`src/rtl/guess_autoplayer.sv`:
```
// Machine player for the LED guessing game: watches the one-hot LED
// pattern and issues the matching raw button press after a reaction delay.
// Ports: clk, rst_n (async, active-low), en, y[3:0], win, lose,
//        react_dly[DLY_W-1:0], btn[3:0], busy, press_count[7:0].
// Optional macro AUTOPLAY_MISS_EN adds miss_every[3:0] for deliberate
// wrong presses (target rotated left by one).
module guess_autoplayer #(
    parameter int HOLD_CYC = 2**22,
    parameter int DLY_W    = 24
) (
    input  logic             clk,
    input  logic             rst_n,
    input  logic             en,
    input  logic [3:0]       y,
    input  logic             win,
    input  logic             lose,
    input  logic [DLY_W-1:0] react_dly,
`ifdef AUTOPLAY_MISS_EN
    input  logic [3:0]       miss_every,
`endif
    output logic [3:0]       btn,
    output logic             busy,
    output logic [7:0]       press_count
);

    localparam int HW = $clog2(HOLD_CYC + 1);
    localparam logic [HW-1:0] HOLD_LAST = HW'(HOLD_CYC - 1);

    typedef enum logic [2:0] {
        S_IDLE,
        S_WAIT,
        S_PRESS,
        S_RELEASE,
        S_COOLDOWN,
        S_DONE
    } state_t;

    state_t           state_q, state_d;
    logic [3:0]       target_q, target_d;
    logic [DLY_W-1:0] dcnt_q, dcnt_d;
    logic [HW-1:0]    hcnt_q, hcnt_d;
    logic [3:0]       btn_q, btn_d;
    logic [7:0]       press_count_q, press_count_d;

    logic             y_onehot;
    logic [3:0]       press_btn;

    assign y_onehot = (y != 4'd0) && ((y & (y - 4'd1)) == 4'd0);

`ifdef AUTOPLAY_MISS_EN
    // Numerator is one wider so the 256th press still divides correctly.
    logic [8:0] next_num;
    logic       miss;
    assign next_num  = {1'b0, press_count_q} + 9'd1;
    assign miss      = (miss_every != 4'd0) &&
                       ((next_num % {5'd0, miss_every}) == 9'd0);
    assign press_btn = miss ? {target_q[2:0], target_q[3]} : target_q;
`else
    assign press_btn = target_q;
`endif

    always_ff @(posedge clk or negedge rst_n) begin
        if (!rst_n) begin
            state_q       <= S_IDLE;
            target_q      <= 4'd0;
            dcnt_q        <= '0;
            hcnt_q        <= '0;
            btn_q         <= 4'd0;
            press_count_q <= 8'd0;
        end else begin
            state_q       <= state_d;
            target_q      <= target_d;
            dcnt_q        <= dcnt_d;
            hcnt_q        <= hcnt_d;
            btn_q         <= btn_d;
            press_count_q <= press_count_d;
        end
    end

    always_comb begin
        state_d       = state_q;
        target_d      = target_q;
        dcnt_d        = dcnt_q;
        hcnt_d        = hcnt_q;
        btn_d         = btn_q;
        press_count_d = press_count_q;

        if (win || lose) begin
            // Game over beats everything, even a press in progress.
            state_d = S_DONE;
            btn_d   = 4'd0;
            hcnt_d  = '0;
        end else begin
            unique case (state_q)
                S_IDLE: begin
                    btn_d = 4'd0;
                    if (en && y_onehot) begin
                        target_d = y;
                        dcnt_d   = react_dly;
                        state_d  = S_WAIT;
                    end
                end
                S_WAIT: begin
                    if ((y != target_q) || !en) begin
                        state_d = S_IDLE;
                    end else if (dcnt_q == '0) begin
                        state_d = S_PRESS;
                        btn_d   = press_btn;
                        hcnt_d  = '0;
                        if (press_count_q != 8'hFF) begin
                            press_count_d = press_count_q + 8'd1;
                        end
                    end else begin
                        dcnt_d = dcnt_q - 1'b1;
                    end
                end
                S_PRESS: begin
                    if (hcnt_q == HOLD_LAST) begin
                        state_d = S_RELEASE;
                        btn_d   = 4'd0;
                        hcnt_d  = '0;
                    end else begin
                        hcnt_d = hcnt_q + 1'b1;
                    end
                end
                S_RELEASE: begin
                    btn_d = 4'd0;
                    if (hcnt_q == HOLD_LAST) begin
                        state_d = S_COOLDOWN;
                        hcnt_d  = '0;
                    end else begin
                        hcnt_d = hcnt_q + 1'b1;
                    end
                end
                S_COOLDOWN: begin
                    // Same LED phase must never be pressed twice.
                    btn_d = 4'd0;
                    if (y != target_q) begin
                        state_d = S_IDLE;
                    end
                end
                S_DONE: begin
                    btn_d   = 4'd0;
                    state_d = S_IDLE;
                end
                default: begin
                    btn_d   = 4'd0;
                    state_d = S_IDLE;
                end
            endcase
        end
    end

    assign btn         = btn_q;
    assign press_count = press_count_q;
    assign busy        = (state_q == S_WAIT) || (state_q == S_PRESS) ||
                         (state_q == S_RELEASE) || (state_q == S_COOLDOWN);

endmodule

```
`config.mk`:
```
export PLATFORM = sky130hd
export DESIGN_NAME = guess_autoplayer
export DESIGN_NICKNAME = d
export VERILOG_FILES = /design/src/rtl/guess_autoplayer.sv
export SDC_FILE = /design/constraint.sdc
export NUM_CORES = 1
export LEC_CHECK = 0
export CORE_AREA = 4 4 97 90
export DETAILED_ROUTE_END_ITERATION = 6
export DIE_AREA = 0 0 101 94
export PLACE_DENSITY_LB_ADDON = 0.15
export SETUP_SLACK_MARGIN = 0.2
export SYNTH_ARGS = -nofsm -noshare
export SYNTH_HDL_FRONTEND = slang
export SYNTH_SLANG_ARGS = --single-unit
```
`constraint.sdc`:
```
create_clock -name clk -period 4.9 [get_ports clk]
set_clock_uncertainty 0.05 [all_clocks]
set_input_delay 1.225 -clock clk [delete_from_list [all_inputs] [get_ports clk]]
set_output_delay 1.225 -clock clk [all_outputs]
set_load 0.01 [all_outputs]
```
==> results of run 1 <==
cells in the mapped netlist (all sizes together), types with 12 or more instances:
library cell	n
a211oi	12
a21oi	19
and3	13
clkbuf	22
dfrtp	66
inv	17
nand2	27
nand3	27
nor2	33
nor3	12
nor4	19
o21ai	26
xor2	12
report_power, final:
group          internal, mW  total [mW]  leakage, nW  switching (mW)
Combinational        0.0726       0.169         1.01          0.0961
Clock                 0.250       0.476        0.103           0.226
Sequential            0.569       0.596        0.877          0.0272
per-layer routing:
metal,vias up,part of all wire [%],track usage [%]
li1,1833,-,-
met1,1884,47,34.5
met2,137,45,33.7
met3,7,7.3,5.05
met4,0,0.82,5.09
met5,-,0,0
cells by family after synthesis:
family                     count (synthesis)
AOI/OAI and AO/OA                        141
xor gates and xnor gates                  14
adders and majority gates                  4
buffers and inverters                     46
DFF                                       66
muxes                                      7
and+or+nand+nor                          178
worst max-delay path, stage by stage:
cell and delay (ns):
sky130_fd_sc_hd__clkdlybuf4s50_1 0.54, sky130_fd_sc_hd__or3b_2 0.46, sky130_fd_sc_hd__o211ai_1 0.16, sky130_fd_sc_hd__and4_1 0.61
sky130_fd_sc_hd__nand2_1 0.23, sky130_fd_sc_hd__mux2_2 0.32
registers in the layout, summed over array words and instances (netlist names):
signal / cells
hcnt_q: 23
press_count: 8
state_q: 3
dcnt_q: 24
btn: 4
press_btn: 4
how the worst max path moves through the flow:
stage / start / endpoint / cells after the start
2_1_floorplan: y[1] / hcnt_q[16]$_DFFE_PN0P_ / 6
3_3_place_gp: y[1] / press_btn[2]$_DFFE_PN0P_ / 6
3_5_place_dp: y[1] / press_btn[3]$_DFFE_PN0P_ / 6
4_1_cts: y[1] / dcnt_q[19]$_DFFE_PN0P_ / 7
5_1_grt: y[1] / press_btn[3]$_DFFE_PN0P_ / 6
6_report: y[1] / press_btn[1]$_DFFE_PN0P_ / 6
area by class of cell:
class | instances | area share, %
clock buffer | 10 | 2.83
multi-input combinational | 344 | 47.8
inverter | 17 | 1.31
timing repair buffer | 52 | 10.2
tap | 99 | 2.54
sequential | 66 | 33.9
clock inverter | 6 | 1.34
==> summary.md, run 1 <==
| Metric | Value |
|---|---|
| Status | `finished, final reports clean` |
| Clock edge transition at the registers on the reported setup and hold paths | `0.08 ns` |
| Hold Path End | `press_count[6]$_DFFE_PN0P_` |
| Global-route wire length before repair | `17.5 mm` |
| Routed via count divided by cell count | `6.50` |
| First-pass DRT Iterations | `5` |
| Global placement routability congestion | `0.842` |
| Final sum of negative setup slack | `0 ns` |
| Die area | `9490 µm²` |
| Share of the clock period used by the worst path after layout | `68.4%` |
| Post-synth EDFFs | `0` |
| Number of failing hold endpoints at the final stage | `0` |
| Antenna diode count | `0` |
| Die Y-Extent | `94 µm` |
| Worst Slack Setup Final | `1.55 ns` |
| Critical setup path kind | `in2reg` |
| Total congestion overflow after global routing | `0` |
| Adder-cell area share of the yosys netlist | `1.19%` |
| Post-layout utilization of the core | `62.4%` |
| Capture point of the worst reg-to-reg path | `dcnt_q[23]$_DFFE_PN0P_` |
| Number of nets in the final layout | `527` |
| Storage cell area | `1650 µm²` |
| Highest clock rate | `298 MHz` |
| Min cycle time layout | `3.35 ns` |
| Maximum fanout count along the critical path | `13` |
| Placeable core region | `7800 µm²` |
| Cells after synthesis | `456` |
| Post-synthesis compound-gate area fraction | `25.5%` |
| Most frequent standard cell in the layout excluding fill and tap cells | `sky130_fd_sc_hd__dfrtp_1` |
| Register bit total from synthesis | `66` |
| Placement Setup Slack | `1.20 ns` |
| Top library cells by usage in the layout, fill and taps aside | `sky130_fd_sc_hd__dfrtp_1, sky130_fd_sc_hd__clkdlybuf4s50_1, sky130_fd_sc_hd__nor2_1` |
| Mux contribution to synthesized area | `1.85%` |
| Post-detailed-placement half-perimeter wirelength | `7.31 mm` |
| Number of violations of the max-capacitance limit | `0` |
| Library cell occupying the most area in the post-synthesis netlist | `sky130_fd_sc_hd__dfrtp_1` |
| Class of the worst hold path | `reg2reg` |
| Total number of clock tree sinks | `66` |
| Placed cell areas | `4670 µm²` |
| Critical Path Start Type | `input port` |
| Fraction of synthesized cell area in xor and xnor cells | `2.93%` |
| Startpoint of the lowest-slack register-to-register path | `dcnt_q[6]$_DFFE_PN0P_` |
| Arrival @ worst endpoint | `3.54 ns` |
| Number of pins exceeding their max-slew limit in the final report | `0` |
| Deepest clock path buffer count | `2` |
| Filler-free cell count of the finished design | `594` |
| Yosys warnings | `0` |
| Pwr/cell area | `255 nW/µm²` |
| Chip width | `101 µm` |
| Via count | `3861` |
| Largest cells by area after synthesis | `sky130_fd_sc_hd__dfrtp_1, sky130_fd_sc_hd__nand3_1, sky130_fd_sc_hd__nor2_1` |
| Filler Cell Count | `672` |
| Layout-stage area growth over the synthesis result | `16.2%` |
| Highest ir drop seen on vdd | `141 µV` |
| Number of DRC violations after detailed-routing iteration 0 | `271` |
| Final std cell area, no fill | `4870 µm²` |
| Leakage power figure | `1.99 nW` |
| Cell count of the worst reg-to-reg path | `5` |
| Relative max-transition margin | `38.5%` |
| Number of placed instances with taps included | `578` |
| Ratio of cells with drive above 1 in the final layout | `10.3%` |
| Share of synthesized cell area in and, or, nand and nor gates | `23.9%` |
| FFs w/ async S/R, synth | `100%` |
| Maximum number of pins on one net before global-route repair | `45` |
| Cts-stage hold buffer count | `0` |
| Remaining routing DRC violations | `0` |
| Sum of routed wire length over all layers | `10.7 mm` |
| Count of buffers from port buffering | `45` |
| Clock latency on the worst-skew pair | `0.35 ns` |
| Initial cell density of the core | `53.7%` |
| Min Hold Slack | `0.441 ns` |
| Net count after synthesis | `493` |
| Total GRT Usage | `22.9%` |
| Count of cells resized by post-cts repair | `0` |
| Boundary pin count | `46` |
| Primary flip-flop cell chosen by synthesis mapping | `sky130_fd_sc_hd__dfrtp_1` |
| Hold Path Cell Cnt | `1` |
| Required time at the endpoint of the critical path | `5.09 ns` |
| Setup repair after global routing missed its margin | `false` |
| Routed wire per std cell | `18.0 µm` |
| Sequential area share after synthesis | `39.4%` |
| Post-CTS Setup Inserts | `0` |
| Num CTS Buffers | `9` |
| Number of antenna violations at the first check in global routing | `0` |
| Hold path startpoint | `press_count[6]$_DFFE_PN0P_` |
| Number of global-route vias before repair | `3493` |
| Count of cell types in the netlist | `71` |
| Area of the multi-input gates | `2330 µm²` |
| Combinational family with the most area after synthesis | `compound AO/OA/AOI/OAI gates` |
| Final Power | `1.24 mW` |
| Antenna violation net count after detailed routing | `0` |
| Area of the mapped netlist | `4190 µm²` |
| Number of core rows | `31` |
| Share of the synthesized area in the top cell type | `39.4%` |
| Setup slack, reg-to-reg | `2.01 ns` |
| Count of final setup violators | `0` |
| CTS tree | `done` |
| Htree depth | `3` |
| Crit path capture type | `flip-flop` |
| Synthesized area divided by synthesized cell count | `9.19 µm²` |
| Transition time at the pin with the least slew margin | `0.922 ns` |
| Root buffer cell | `sky130_fd_sc_hd__clkbuf_8` |
Power figures use the tool's default switching activity.
==> run 2, diff against run 1 <==
clock period = 3.1 ns   (was 4.9 ns; I/O delays follow)
==> run 2 against run 1 <==
  * Cell area increased by 4.7%
  * Worst setup slack got worse by 1.2 ns
  * Sequential share of layout area fell by 1.5 points
  * First-iteration DRC count grew 18%
  * Critical path type unchanged
  * Critical endpoint is now dcnt_q[10]$_DFFE_PN0P_
==> summary.md, run 2 (same netlist as run 1, synthesis figures left out) <==
| Metric | Value |
|---|---|
| Status | `finished, final reports clean` |
| Number of nets in the final layout | `546 (+3.6%)` |
| Cts-stage hold buffer count | `0 (unchanged)` |
| Highest ir drop seen on vdd | `238 µV (+68%)` |
| Kind of cell with the highest combined delay on the critical path | `buffers and inverters` |
| Deepest clock path buffer count | `2 (unchanged)` |
| Total congestion overflow after global routing | `0 (unchanged)` |
| Share of the clock period used by the worst path after layout | `89.2%` |
| Chip width | `101 µm (unchanged)` |
| Number of pins exceeding their max-slew limit in the final report | `0 (unchanged)` |
| Total number of clock tree sinks | `66 (unchanged)` |
| Pwr/cell area | `432 nW/µm² (+70%)` |
| CP cell instances | `clkdlybuf4s50_1 > or3b_2 > o211ai_1 > nand4_2 > buf_4 > a211oi_1 > a2bb2oi_1` |
| Critical setup path kind | `in2reg` |
| Min Hold Slack | `0.319 ns (-0.122 ns)` |
| First-pass DRT Iterations | `5 (unchanged)` |
| Leakage power figure | `2.11 nW (+6.3%)` |
| Number of buffers and inverters on the critical path | `2 (+1)` |
| Num CTS Buffers | `9 (unchanged)` |
| Required time at the endpoint of the critical path | `3.33 ns (-1.76 ns)` |
| Slowest library cell on the worst path | `sky130_fd_sc_hd__clkdlybuf4s50_1` |
| Top reg by flops | `dcnt_q` |
| Max FFs per register | `24 (unchanged)` |
| Top library cells by usage in the layout, fill and taps aside | `sky130_fd_sc_hd__dfrtp_1, sky130_fd_sc_hd__clkdlybuf4s50_1, sky130_fd_sc_hd__nor2_1` |
| Number of global-route vias before repair | `3760 (+7.6%)` |
| Boundary pin count | `46 (unchanged)` |
| Antenna diode count | `0 (unchanged)` |
| Remaining routing DRC violations | `0 (unchanged)` |
| Count of buffers from port buffering | `45 (unchanged)` |
| Min cycle time layout | `2.77 ns` |
| Antenna violation net count after detailed routing | `0 (unchanged)` |
| Delay contributed by the slowest stage of the critical path | `0.55 ns (-0.06 ns)` |
| Total GRT Usage | `24.5% (+1.6 points)` |
| Die area | `9490 µm² (unchanged)` |
| Number of failing hold endpoints at the final stage | `0 (unchanged)` |
| Clock latency on the worst-skew pair | `0.36 ns (about the same)` |
| Die Y-Extent | `94 µm (unchanged)` |
| Global placement routability congestion | `0.852 (+1.3%)` |
| Number of core rows | `31 (unchanged)` |
| Count of final setup violators | `0 (unchanged)` |
| Final std cell area, no fill | `5100 µm² (+4.7%)` |
| Clock edge transition at the registers on the reported setup and hold paths | `0.08 ns (about the same)` |
| Maximum number of pins on one net before global-route repair | `45 (unchanged)` |
| Number of DRC violations after detailed-routing iteration 0 | `319 (+18%)` |
| Via count | `4010 (+3.9%)` |
| Crit path capture type | `flip-flop` |
| Critical Path Start Type | `input port` |
| Placeable core region | `7800 µm² (unchanged)` |
| Transition time at the pin with the least slew margin | `0.927 ns (+0.00437 ns)` |
| Layout-stage area growth over the synthesis result | `21.7%` |
| Post-CTS Setup Inserts | `0 (unchanged)` |
| Arrival @ worst endpoint | `2.99 ns (-0.55 ns)` |
| Number of violations of the max-capacitance limit | `0 (unchanged)` |
| CTS tree | `done` |
| Htree depth | `3 (unchanged)` |
| Initial cell density of the core | `53.7% (unchanged)` |
| Count of cells resized by post-cts repair | `0 (unchanged)` |
| Routed via count divided by cell count | `6.54 (+0.64%)` |
| Most frequent standard cell in the layout excluding fill and tap cells | `sky130_fd_sc_hd__dfrtp_1` |
| Global-route wire length before repair | `18.5 mm (+5.4%)` |
| Sum of routed wire length over all layers | `11.2 mm (+4.9%)` |
| Post-detailed-placement half-perimeter wirelength | `7.69 mm (+5.2%)` |
| Ratio of cells with drive above 1 in the final layout | `13.6% (+3.3 points)` |
| Class of the worst hold path | `in2async` |
| Placed cell areas | `4830 µm² (+3.6%)` |
| Setup repair after global routing missed its margin | `false` |
| Number of antenna violations at the first check in global routing | `0 (unchanged)` |
| Root buffer cell | `sky130_fd_sc_hd__clkbuf_8` |
| Routed wire per std cell | `18.3 µm (+1.7%)` |
| Relative max-transition margin | `38.2% (-0.29 points)` |
| Maximum fanout count along the critical path | `10 (-3)` |
| Highest clock rate | `362 MHz` |
-- run 2: changes by cell type in the layout (fill, tap and decap cells not counted) --
cell / delta
sky130_fd_sc_hd__buf_4: +17
sky130_fd_sc_hd__bufinv_16: +3
sky130_fd_sc_hd__buf_12: +2
sky130_fd_sc_hd__clkbuf_8: -1
sky130_fd_sc_hd__clkinv_2: -1
sky130_fd_sc_hd__inv_6: -1
-- run 2: worst paths after layout --
kind                                            start                    endpoint  slack [ns]  cells after the start
setup / recovery                                 y[1]      dcnt_q[10]$_DFFE_PN0P_        0.33                      7
hold / removal                                  rst_n  press_count[4]$_DFFE_PN0P_        0.32                      1
setup reg to reg               dcnt_q[10]$_DFFE_PN0P_       dcnt_q[2]$_DFFE_PN0P_        0.37                      7
hold reg to reg            press_count[6]$_DFFE_PN0P_  press_count[6]$_DFFE_PN0P_        0.44                      1
max in group asynchronous                       rst_n    press_btn[1]$_DFFE_PN0P_        1.94                      2
min in group clk           press_count[6]$_DFFE_PN0P_  press_count[6]$_DFFE_PN0P_        0.44                      1
-- run 2: report_power, final --
part | total (mW) | switching, mW | internal (mW)
registers | 0.944 | 0.0446 | 0.899
logic | 0.281 | 0.154 | 0.126
clock network | 0.978 | 0.362 | 0.615
-- run 2: routing by layer --
layer | wire (µm) | track usage, % | part of all wire, % | vias up
met3 | 847 | 5.57 | 7.6 | 19
li1 | - | - | - | 1868
met5 | 0 | 0 | 0 | -
met4 | 203 | 9.63 | 1.8 | 0
met2 | 5080 | 36.6 | 45 | 169
met1 | 5070 | 34.4 | 45 | 1954
-- run 2: area by class of cell --
type / count / area [µm²]
fillers: 661 / 2700
multi-input cells: 344 / 2330
flip-flops and latches: 66 / 1650
repair buffers: 71 / 666
clock inverters: 7 / 141
clock buffers: 9 / 124
well taps: 99 / 124
inverters: 17 / 63.8
-- run 2: through the flow --
step | power (mW) | worst slack (ns) | utilization [%] | instances | setup TNS (ns)
floorplan | 1.11 | 0.391 | - | 456 | 0
global placement | 1.23 | 0.120 | 62.0 | 597 | 0
detailed placement | 1.24 | -0.0120 | 62.0 | 597 | -0.0120
CTS | 2.21 | 0.339 | 65.4 | 613 | 0
global route | 2.29 | 0.258 | 65.4 | 613 | 0
finish | 2.20 | 0.334 | 65.4 | 613 | 0
-- run 2: worst register-to-register path, delay by kind of cell (launching register included) --
| kind | cells | cell delay (ns) |
|---|---|---|
| AO/OA/AOI/OAI | 3 | 0.61 |
| buffers and inverters | 2 | 0.35 |
| flip-flops | 1 | 0.44 |
| AND/OR/NAND/NOR | 2 | 1.15 |
==> run 3, diff against run 2 <==
CORE_AREA = 4 4 85 103   (was 4 4 97 90)
DIE_AREA = 0 0 89 107   (was 0 0 101 94)
==> run 3 against run 2 <==
  * Largest cell class unchanged
  * Via count is 3.6% lower
  * Maximum frequency is 2.7% higher
  * Largest power group is now sequential cells
  * Core utilization is 0.24 points lower
  * Critical endpoint is now dcnt_q[20]$_DFFE_PN0P_
  * Register-to-register slack better by 0.07 ns
  * Global-route usage is 1.3 points lower
==> summary.md, run 3 (same netlist as run 1, synthesis figures left out) <==
| Metric | Value |
|---|---|
| Top library cells by usage in the layout, fill and taps aside | `sky130_fd_sc_hd__dfrtp_1, sky130_fd_sc_hd__clkdlybuf4s50_1, sky130_fd_sc_hd__nor2_1` |
| Chip width | `89 µm (-12%)` |
| Net switching power | `519 µW (-7.5%)` |
| Arrival @ worst endpoint | `2.86 ns (-0.13 ns)` |
| First-pass DRT Iterations | `4 (-1)` |
| Highest ir drop seen on vdd | `248 µV (+4.4%)` |
| Deepest clock path buffer count | `2 (unchanged)` |
| Number of antenna violations at the first check in global routing | `0 (unchanged)` |
| Slowest library cell on the worst path | `sky130_fd_sc_hd__clkdlybuf4s50_1` |
| Total GRT Usage | `23.2% (-1.3 points)` |
| Clock latency on the worst-skew pair | `0.34 ns (-0.02 ns)` |
| Maximum fanout count along the critical path | `13 (+3)` |
| Sum of routed wire length over all layers | `10.5 mm (-5.8%)` |
| Filler-free cell count of the finished design | `598 (-2.4%)` |
| Number of core rows | `35 (+13%)` |
| Maximum number of pins on one net before global-route repair | `45 (unchanged)` |
| Number of failing hold endpoints at the final stage | `0 (unchanged)` |
| Ratio of cells with drive above 1 in the final layout | `12.1% (-1.6 points)` |
| Routed via count divided by cell count | `6.46 (-1.2%)` |
| Layout-stage area growth over the synthesis result | `19.2%` |
| Htree depth | `3 (unchanged)` |
| Number of placed instances with taps included | `584 (-2.2%)` |
| Internal power contribution | `1.43 mW (-13%)` |
| Global-route wire length before repair | `17.5 mm (-5.3%)` |
| Setup slack, reg-to-reg | `0.44 ns (+0.07 ns)` |
| Placeable core region | `7660 µm² (-1.7%)` |
| Number of global-route vias before repair | `3730 (-0.80%)` |
| Transition time at the pin with the least slew margin | `0.914 ns (-0.0125 ns)` |
| Boundary pin count | `46 (unchanged)` |
| Relative max-transition margin | `39.0% (+0.83 points)` |
| Total number of clock tree sinks | `66 (unchanged)` |
| Status | `finished, final reports clean` |
| Initial cell density of the core | `54.7% (+0.93 points)` |
| Part of the total power dissipated in the clock network | `37.3% (-7.1 points)` |
| Delay contributed by the slowest stage of the critical path | `0.57 ns (+0.02 ns)` |
| Remaining routing DRC violations | `0 (unchanged)` |
| Most frequent standard cell in the layout excluding fill and tap cells | `sky130_fd_sc_hd__dfrtp_1` |
| Required time at the endpoint of the critical path | `3.27 ns (-0.06 ns)` |
| Die Y-Extent | `107 µm (+14%)` |
| Count of buffers from port buffering | `45 (unchanged)` |
| Highest-utilization routing layer at the global route stage | `met2` |
| Routed wire per std cell | `17.6 µm (-3.5%)` |
| Highest clock rate | `371 MHz (+2.7%)` |
| Max FFs per register | `24 (unchanged)` |
| Setup repair after global routing missed its margin | `false` |
| Part of the total power dissipated in sequential elements | `48.4% (+5.5 points)` |
| Min cycle time layout | `2.69 ns (-0.0739 ns)` |
| Met3 routing resource usage after global routing | `3.31% (-2.3 points)` |
| Clock edge transition at the registers on the reported setup and hold paths | `0.07 ns (about the same)` |
| Number of violations of the max-capacitance limit | `0 (unchanged)` |
| Switching power as a share of total power | `26.6% (+1.2 points)` |
| Pwr/cell area | `390 nW/µm² (-9.7%)` |
| Count of final setup violators | `0 (unchanged)` |
| GRT met2 Usage | `40.2% (+3.6 points)` |
| Class of the worst hold path | `in2async` |
| Number of DRC violations after detailed-routing iteration 0 | `226 (-29%)` |
| Top reg by flops | `dcnt_q` |
| Logic gate share of total power | `14.3% (+1.5 points)` |
| Root buffer cell | `sky130_fd_sc_hd__clkbuf_8` |
| Die area | `9520 µm² (+0.31%)` |
| Critical Path Start Type | `input port` |
| Global placement routability congestion | `0.892 (+4.6%)` |
| Via count | `3865 (-3.6%)` |
| Antenna diode count | `0 (unchanged)` |
| CP cell instances | `clkdlybuf4s50_1 > or3b_2 > o211ai_1 > and4_1 > buf_12 > o21ai_2 > a211o_1` |
| Total congestion overflow after global routing | `0 (unchanged)` |
| Number of nets in the final layout | `540 (-1.1%)` |
| CTS tree | `done` |
| Post-detailed-placement half-perimeter wirelength | `7.40 mm (-3.8%)` |
| Final sum of negative setup slack | `0 ns (unchanged)` |
| Leakage power figure | `2.06 nW (-2.8%)` |
| Crit path capture type | `flip-flop` |
| Critical setup path kind | `in2reg` |
| Met1 track demand over resource | `28.0% (-6.4 points)` |
| Antenna violation net count after detailed routing | `0 (unchanged)` |
| Share of the clock period used by the worst path after layout | `86.8% (-2.4 points)` |
| Num CTS Buffers | `9 (unchanged)` |
| Number of pins exceeding their max-slew limit in the final report | `0 (unchanged)` |
## run 3: final timing paths
path / start / end / cells after the start
setup / recovery: y[1] / dcnt_q[20]$_DFFE_PN0P_ / 7
hold / removal: rst_n / dcnt_q[2]$_DFFE_PN0P_ / 1
setup reg to reg: dcnt_q[12]$_DFFE_PN0P_ / dcnt_q[20]$_DFFE_PN0P_ / 6
hold reg to reg: dcnt_q[8]$_DFFE_PN0P_ / dcnt_q[8]$_DFFE_PN0P_ / 1
max in group asynchronous: rst_n / hcnt_q[16]$_DFFE_PN0P_ / 2
min in group clk: dcnt_q[8]$_DFFE_PN0P_ / dcnt_q[8]$_DFFE_PN0P_ / 1
## run 3: cell type report
type                            instances  area (µm²)
Clock buffer                           12         155
Timing Repair Buffer                   65         633
Multi-Input combinational cell        344        2340
Inverter                               17        63.8
Fill cell                             627        2670
Tap cell                               92         115
Clock inverter                          2        37.5
Sequential cell                        66        1650
## run 3: metrics by stage
step	total power [mW]	instance area [µm²]	utilization (%)	hold WS (ns)	setup WS, ns
floorplan	1.11	4190	-	0.392	0.391
global placement	1.22	4790	62.5	0.414	0.103
detailed placement	1.23	4790	62.5	0.422	0.0485
CTS	1.96	4980	65.0	0.415	0.416
global route	2.03	4990	65.2	0.436	0.276
finish	1.95	4990	65.2	0.398	0.408
## run 3: critical path: cells and delay by family
family / cells / cell delay [ns]
and+or+nand+nor: 2 / 0.76
buffers and inverters: 2 / 0.72
AOI/OAI and AO/OA: 3 / 0.61
## run 3: timing repair
| item | in CTS | in global routing |
|---|---|---|
| endpoints found under the setup margin | 0 | 1 |
| hold buffers | 0 | 0 |
| buffers inserted | 0 | 0 |
| resized for setup | 0 | 1 |
## run 3: power by group through the flow
stage | logic (mW) | registers, mW | clock network (mW)
after floorplan | 0.169 | 0.945 | 0
after global placement | 0.269 | 0.956 | 0
after detailed placement | 0.275 | 0.958 | 0
after CTS | 0.275 | 0.941 | 0.741
after global routing | 0.306 | 0.947 | 0.776
final | 0.278 | 0.943 | 0.727
## run 3: metal layers
layer  up-vias  wire, µm
met5         -         0
met4         0       271
met3        25       507
met2       102      5370
met1      1879      4390
li1       1859         -
